--- src/rtl/sseg_scan_ctrl.sv ---
// Memory-mapped four-digit seven-segment scanner for the OTTER IOBUS.
// Hex-decodes a 16-bit value and multiplexes active-low anodes with ghost blanking.
module sseg_scan_ctrl #(
   parameter int          CLKS_PER_DIGIT = 25000,
   parameter int          GHOST_CLKS     = 16,
   parameter logic [31:0] VALUE_ADDR     = 32'h1100C00C,
   parameter logic [31:0] CTRL_ADDR      = 32'h1100C010
) (
   input  logic        CLK,
   input  logic        RST,
   input  logic [31:0] IOBUS_ADDR,
   input  logic [31:0] IOBUS_OUT,
   input  logic        IOBUS_WR,
   output logic [7:0]  SEGS,
   output logic [3:0]  AN
);

   localparam int                CNT_W     = $clog2(CLKS_PER_DIGIT);
   localparam logic [CNT_W-1:0] CNT_LAST  = CNT_W'(CLKS_PER_DIGIT - 1);
   localparam logic [CNT_W-1:0] CNT_GHOST = CNT_W'(GHOST_CLKS);

   logic [15:0]      r_value;
   logic [9:0]       r_ctrl;
   logic [CNT_W-1:0] r_cnt;
   logic [1:0]       r_idx;
   logic [3:0]       r_an;
   logic [7:0]       r_segs;

   logic [15:0] w_shift;
   logic [3:0]  w_nib;
   logic [3:0]  w_en_sh;
   logic [3:0]  w_dp_sh;
   logic        w_lzb;
   logic        w_blank;
   logic [3:0]  w_an;
   logic [7:0]  w_segs;
   logic        w_unused_bus;

   // Upper data bits are never stored.
   assign w_unused_bus = ^IOBUS_OUT[31:16];

   function automatic logic [6:0] hex7(input logic [3:0] nib);
      case (nib)
         4'h0: hex7 = 7'h40;
         4'h1: hex7 = 7'h79;
         4'h2: hex7 = 7'h24;
         4'h3: hex7 = 7'h30;
         4'h4: hex7 = 7'h19;
         4'h5: hex7 = 7'h12;
         4'h6: hex7 = 7'h02;
         4'h7: hex7 = 7'h78;
         4'h8: hex7 = 7'h00;
         4'h9: hex7 = 7'h10;
         4'hA: hex7 = 7'h08;
         4'hB: hex7 = 7'h03;
         4'hC: hex7 = 7'h46;
         4'hD: hex7 = 7'h21;
         4'hE: hex7 = 7'h06;
         default: hex7 = 7'h0E;
      endcase
   endfunction

   // Shifting the value down by the digit index gives both the nibble and
   // the "everything at or above this digit is zero" test for LZB.
   always_comb begin
      w_shift = r_value >> {r_idx, 2'b00};
      w_nib   = w_shift[3:0];
      w_en_sh = r_ctrl[3:0] >> r_idx;
      w_dp_sh = r_ctrl[7:4] >> r_idx;
      w_lzb   = r_ctrl[8] && (r_idx != 2'd0) && (w_shift == 16'h0000);
      w_blank = !r_ctrl[9] || !w_en_sh[0] || (r_cnt < CNT_GHOST) || w_lzb;
      w_an    = ~(4'b0001 << r_idx);
      w_segs  = {~w_dp_sh[0], hex7(w_nib)};
   end

   always_ff @(posedge CLK or posedge RST) begin
      if (RST) begin
         r_value <= 16'h0000;
         r_ctrl  <= 10'h20F;
         r_cnt   <= '0;
         r_idx   <= 2'd0;
         r_an    <= 4'hF;
         r_segs  <= 8'hFF;
      end else begin
         if (IOBUS_WR) begin
            if (IOBUS_ADDR == VALUE_ADDR)
               r_value <= IOBUS_OUT[15:0];
            else if (IOBUS_ADDR == CTRL_ADDR)
               r_ctrl <= IOBUS_OUT[9:0];
         end

         if (r_cnt == CNT_LAST) begin
            r_cnt <= '0;
            r_idx <= r_idx + 2'd1;
         end else begin
            r_cnt <= r_cnt + 1'b1;
         end

         r_an   <= w_blank ? 4'hF  : w_an;
         r_segs <= w_blank ? 8'hFF : w_segs;
      end
   end

   assign AN   = r_an;
   assign SEGS = r_segs;

endmodule

--- config.mk ---
export PLATFORM = sky130hd
export DESIGN_NAME = sseg_scan_ctrl
export DESIGN_NICKNAME = d
export VERILOG_FILES = /design/src/rtl/sseg_scan_ctrl.sv
export SDC_FILE = /design/constraint.sdc
export NUM_CORES = 1
export LEC_CHECK = 0
export ABC_CLOCK_PERIOD_IN_PS = 2900
export CORE_MARGIN = 2
export CORE_UTILIZATION = 30
export DETAILED_ROUTE_END_ITERATION = 8
export GPL_TIMING_DRIVEN = 0
export HOLD_SLACK_MARGIN = 0.12
export PLACE_DENSITY = 0.58
export SKIP_LAST_GASP = 1
export SYNTH_ARGS = -nofsm -noshare
export SYNTH_HDL_FRONTEND = slang
export SYNTH_SLANG_ARGS = --single-unit
--- constraint.sdc ---
create_clock -name CLK -period 2.9 [get_ports CLK]
set_input_delay 0.435 -clock CLK [delete_from_list [all_inputs] [get_ports CLK]]
set_output_delay 0.435 -clock CLK [all_outputs]
set_load 0.005 [all_outputs]
Yosys cells after proc, flatten, opt, wreduce, memory -nomap -nowiden
Memories as Yosys holds them, arrays and structs flattened. Index checks and enable logic that the tools add are counted.

Bits in registers: 55. RAM bits: 0. Bits in read-only memories: 112. Memories: 1. Bits in latches: 0.

Memories: (name not given) (depth 16, bits a word 7, read ports 1, clocked after memory_dff 0, write ports 0, line 43) `case (nib)`.

Divide/modulo/power cells: 0. Reduce and logical (&&, ||, !) cells: 11. Magnitude comparators: 1. Equality and inequality tests: 3. Shifts and indexed selects: 4. Add/sub/neg operators: 2. Bitwise gates (word level): 3. Multipliers: 0. Multiplexer cells: 3.

Operators with widths (number): == test 32 x 29 -> 1 bit (second input constant) (2); logical NOT 16 bit (1); right shift 16 x 4 -> 16 bit (1); adder 15 x 1 -> 15 bit (second input constant) (1); == test 15 bit (second input constant) (1); less-than comparator 15 x 5 -> 1 bit (second input constant) (1); two-way mux 15 bit (1); two-way mux 8 bit (1); right shift 4 x 2 -> 1 bit (2); two-way mux 4 bit (1); NOT 4 bit (1); << shifter 1 x 2 -> 4 bit (first input constant) (1); logical OR 1 bit (3); AND reduction 3 bit (1); adder 2 x 1 -> 2 bit (second input constant) (1); logical AND 1 bit (2); logical NOT 1 bit (2); NOT 1 bit (2); AND reduction 2 bit (1); nonzero test 2 bit (1).

Depth between registers and ports, before layout
Depth in word-level cells: 6. Gate-level depth with buffers: 8. Mapped depth without buffers: 7.

Least setup slack after synthesis
No wires, ideal clock.

Path kind: flip-flop to flip-flop. Start: register r_idx[0]. End: register r_an[0] (netlist: AN[0]). Data required time: 2835 ps. Stages on the path, launching flop included: 9. Arrival: 2078 ps. Slack: 756 ps. Path buffers: 2. Cell sequence: dfrtp_1 -> buf_2 -> mux4_2 -> inv_1 -> ha_1 -> nand2_1 -> a211o_1 -> clkbuf_1 -> nand3_1.

Longest elaborated chain between the ends: 6. Elaborated cells on any way between the ends: 13.

Ends and longest elaborated chain: start: declaration (line 25) `logic [1:0] r_idx;`; start signal: assignment (line 94) `r_idx <= r_idx + 2'd1;`; branches (longest 5 deep; another with right shift 16 x 4 -> 16 bit); two-way mux 4 bit * (line 99) `r_an <= w_blank ? 4'hF : w_an;`; end signal: assignment (line 99); end: declaration (line 26) `logic [3:0] r_an;`.

Mark *: on every way between the ends. A chain may end at the register's enable or synchronous reset.

Worst setup path after layout
Start: register r_idx[1]. End: register r_an[1] (netlist: AN[1]).

Same word-level chain as after synthesis.

==> results by group <==
Global routing
  – Antenna violations before repair: 0
  – Global-route layer with the greatest usage: met2
  – Met1 capacity usage during global routing: between 15 and 20%
  – Maximum number of pins on one net before global-route repair: 37
  – GR Layer Usage met2: a little under a fifth
  – Met3 GRT Util: between 3 and 4%
  – Global-route wire length before repair: 9.31 mm
  – Total GRT Usage: 11.5%
  – Overflow left after global routing: 0
  – Via count of the first global-routing pass: 1,925

Synthesis
  – Synthesized area per cell: between 10 and 15 um^2
  – Post-synth design cell area: ~2800 um^2
  – Number of warnings printed during yosys synthesis: 0
  – Most common cell in the netlist: dfrtp_1
  – Share of flip-flops with an asynchronous set or reset after synthesis: 100%
  – Post-synthesis instance total: 220
  – Top post-synthesis cells by area: dfrtp_1 (33%), dfstp_2 (16%), mux2_2 (7.1%)
  – Number of nets produced by synthesis: between 200 and 300
  – Leading post-synthesis cells by instance count: dfrtp_1 (38), mux2_2 (18), dfstp_2 (17), nor2_1 (17), nand3_1 (13)
  – Share of Yosys cell area claimed by the top area cell type: 33.5%
  – Most area-hungry cell type in the Yosys netlist: dfrtp_1
  – Most used DFF post-synth: dfrtp_1
  – Number of enable-type register cells in the synthesized netlist: 0
  – Number of flip-flops and latches in the synthesized netlist: 55
  – Proportion of synthesized chip area in sequential cells: around half
  – Netlist cell types: 44

Clock network
  – Clock tree from TritonCTS: built
  – Hold-fix buffer count after cts: 0
  – Depth of the CTS H-tree: 2
  – CTS Sinks: 55
  – Post-CTS setup repair buffer count: 0
  – Clock insertion delay at the later pin of the skew report: just over 300 ps
  – Clk slew on worst S/H paths: 100 ps
  – Count of cells resized by post-cts repair: 0
  – Maximum root-to-sink buffer count: 2
  – Root Buffer Master: clkbuf_8
  – Number of CTS-inserted buffers: 5

Placement
  – Number of buffer cells added on primary ports: 62
  – Routability cong.: about 0.83
  – HPWL after detailed placement: 4.36 mm
  – Dpl ws: just over 200 ps
  – Number of placed instances, taps included: 394
  – Placed standard-cell area: 3620 um^2

Route
  – Detailed-route vias per instance: just under 5
  – Violation count after the first detailed-route iteration: ~70
  – DRT antenna net count: 0
  – First drt pass iteration count: 4
  – Via count of the routed design: 1,936
  – DRC violation count after routing: 0
  – Avg WL per Cell: between 10 and 15 um
  – Aggregate routed wire length: 5.58 mm

Finish
  – Antenna diodes: 0
  – Area added between synthesis and finish: 30.9%
  – Layout cells sized above 1: 25.8%
  – Number of standard cells in the layout, taps in and fillers out: ~400
  – Number of nets in the layout: roughly 370
  – Layout Cell Area excl Fill: between 3000 and 4000 um^2
  – Number of filler cells placed in the layout: 909
  – Finished Core Util: between 40% and 50%

Die
  – Ports placed on the boundary: 79
  – Core footprint: between 9000 and 10,000 um^2
  – Area of the die: between 10,000 and 15,000 um^2
  – Die span in y: 101 um
  – Chip Width: approximately 100 um
  – Initial standard-cell utilization of the core: between 30% and 40%
  – Cell Rows: 35

Setup path
  – Worst setup SP type: register
  – Critical path type: register to register
  – CP cell instances: clkbuf_1 -> mux4_2 -> inv_1 -> ha_1 -> nand2_1 -> a211o_1 -> clkbuf_1 -> nand3_1
  – Largest stage delay, worst path: around 450 ps
  – Arrival time worst endpoint: between 2000 and 3000 ps
  – CP max FO: 10
  – Worst path most repeated cell: clkbuf_1
  – Worst path required time: between 3000 and 4000 ps
  – Count of buffer and inverter cells on the critical path: 3
  – Slowest-stage cell, CP: mux4_2
  – Worst R2R Start: r_idx[1]
  – Endpoint class of the critical path: register
  – Top Family by Delay on Critical Path: buffers and inverters
  – Crit path from: r_idx[1]

Outcome
  – Run status: complete, no violations

Timing
  – Final min period: approximately 2400 ps
  – Worst Tran Pin Value: between 600 and 700 ps
  – RSZ-0062 raised after global routing: false
  – Final setup violation count: 0
  – Setup tns final: 0 ps
  – Max-slew violation count: 0
  – Number of hold violations in the final report: 0
  – Setup ws final: approximately 460 ps
  – Worst-case clock skew: approximately 11 ps
  – Highest clock frequency the design can meet: around 0.4 GHz
  – Max-slew headroom at the worst pin: between 50% and 60%
  – Share of the cycle needed by the critical path after routing: a little over four fifths
  – Hold WS: 428 ps

Hold path
  – Worst hold-check path type: input pin to async pin

Pwr
  – Total power per unit cell area: roughly 350 nW/um^2
  – Overall power of the completed layout: approximately 1.3 mW
  – Total leakage power: around 1.5 nW
  – Peak supply drop: around 0.19 mV

Job
  – Max cap viols: 0
layout by cell type (no fill, tap or decap), types with 7 or more instances in the layout:
cell type / instances
xnor2_1: 7
inv_1: 7
nor2_1: 17
nand3_1: 13
mux2_2: 18
nand2_1: 10
ha_1: 11
nor4_1: 8
xor2_1: 7
dfrtp_1: 38
dfstp_2: 17
clkdlybuf4s50_1: 62
mux2_4: 10
where the power goes:
part | switching [mW] | internal [mW] | total [mW]
logic | 0.0310 | 0.0658 | 0.0968
registers | 0.00000000240 | 0.768 | 0.768
clock network | 0.257 | 0.196 | 0.453
metal layers:
layer	up-vias	share of wire [%]
met5	-	0
met4	0	1.3
met3	4	6.5
met2	71	46
met1	924	46
li1	937	-
final cells by class:
cell class	count	area [um^2]	share of cell area (%)
sequential	55	1400	37.6
clock inverter	2	16.3	0.437
inverter	8	30.0	0.808
clock buffer	6	82.6	2.22
buffer	6	38.8	1.04
tap	111	139	3.73
timing repair buffer	63	641	17.2
multi-input combinational	151	1370	36.9
worst paths after layout:
path	to	slack, ps	depth (start not counted)
worst max-delay path	AN[1]	460	8
worst min-delay path	r_cnt[9]	430	2
worst max register to register	AN[1]	460	8
worst min register to register	r_cnt[0]	470	1
max in group asynchronous	r_ctrl[2]	1870	3
min in group CLK	r_cnt[0]	470	1
logic make-up (layout without fill, tap and decap cells):
logic type	after synthesis	in the layout	synth area share (%)
AOI/OAI and AO/OA	9	9	2.29
xor gates and xnor gates	14	14	4.32
adders and majority gates	11	11	4.85
buffers and inverters	14	85	2.42
DFF	55	55	49.2
muxes	38	38	18.6
and+or+nand+nor	79	79	18.3
state kept, by name, indices dropped and copies added (netlist names):
name     flops
SEGS         8
r_value     16
r_idx        2
r_cnt       15
r_ctrl      10
AN           4
Power figures use the tool's default switching activity.
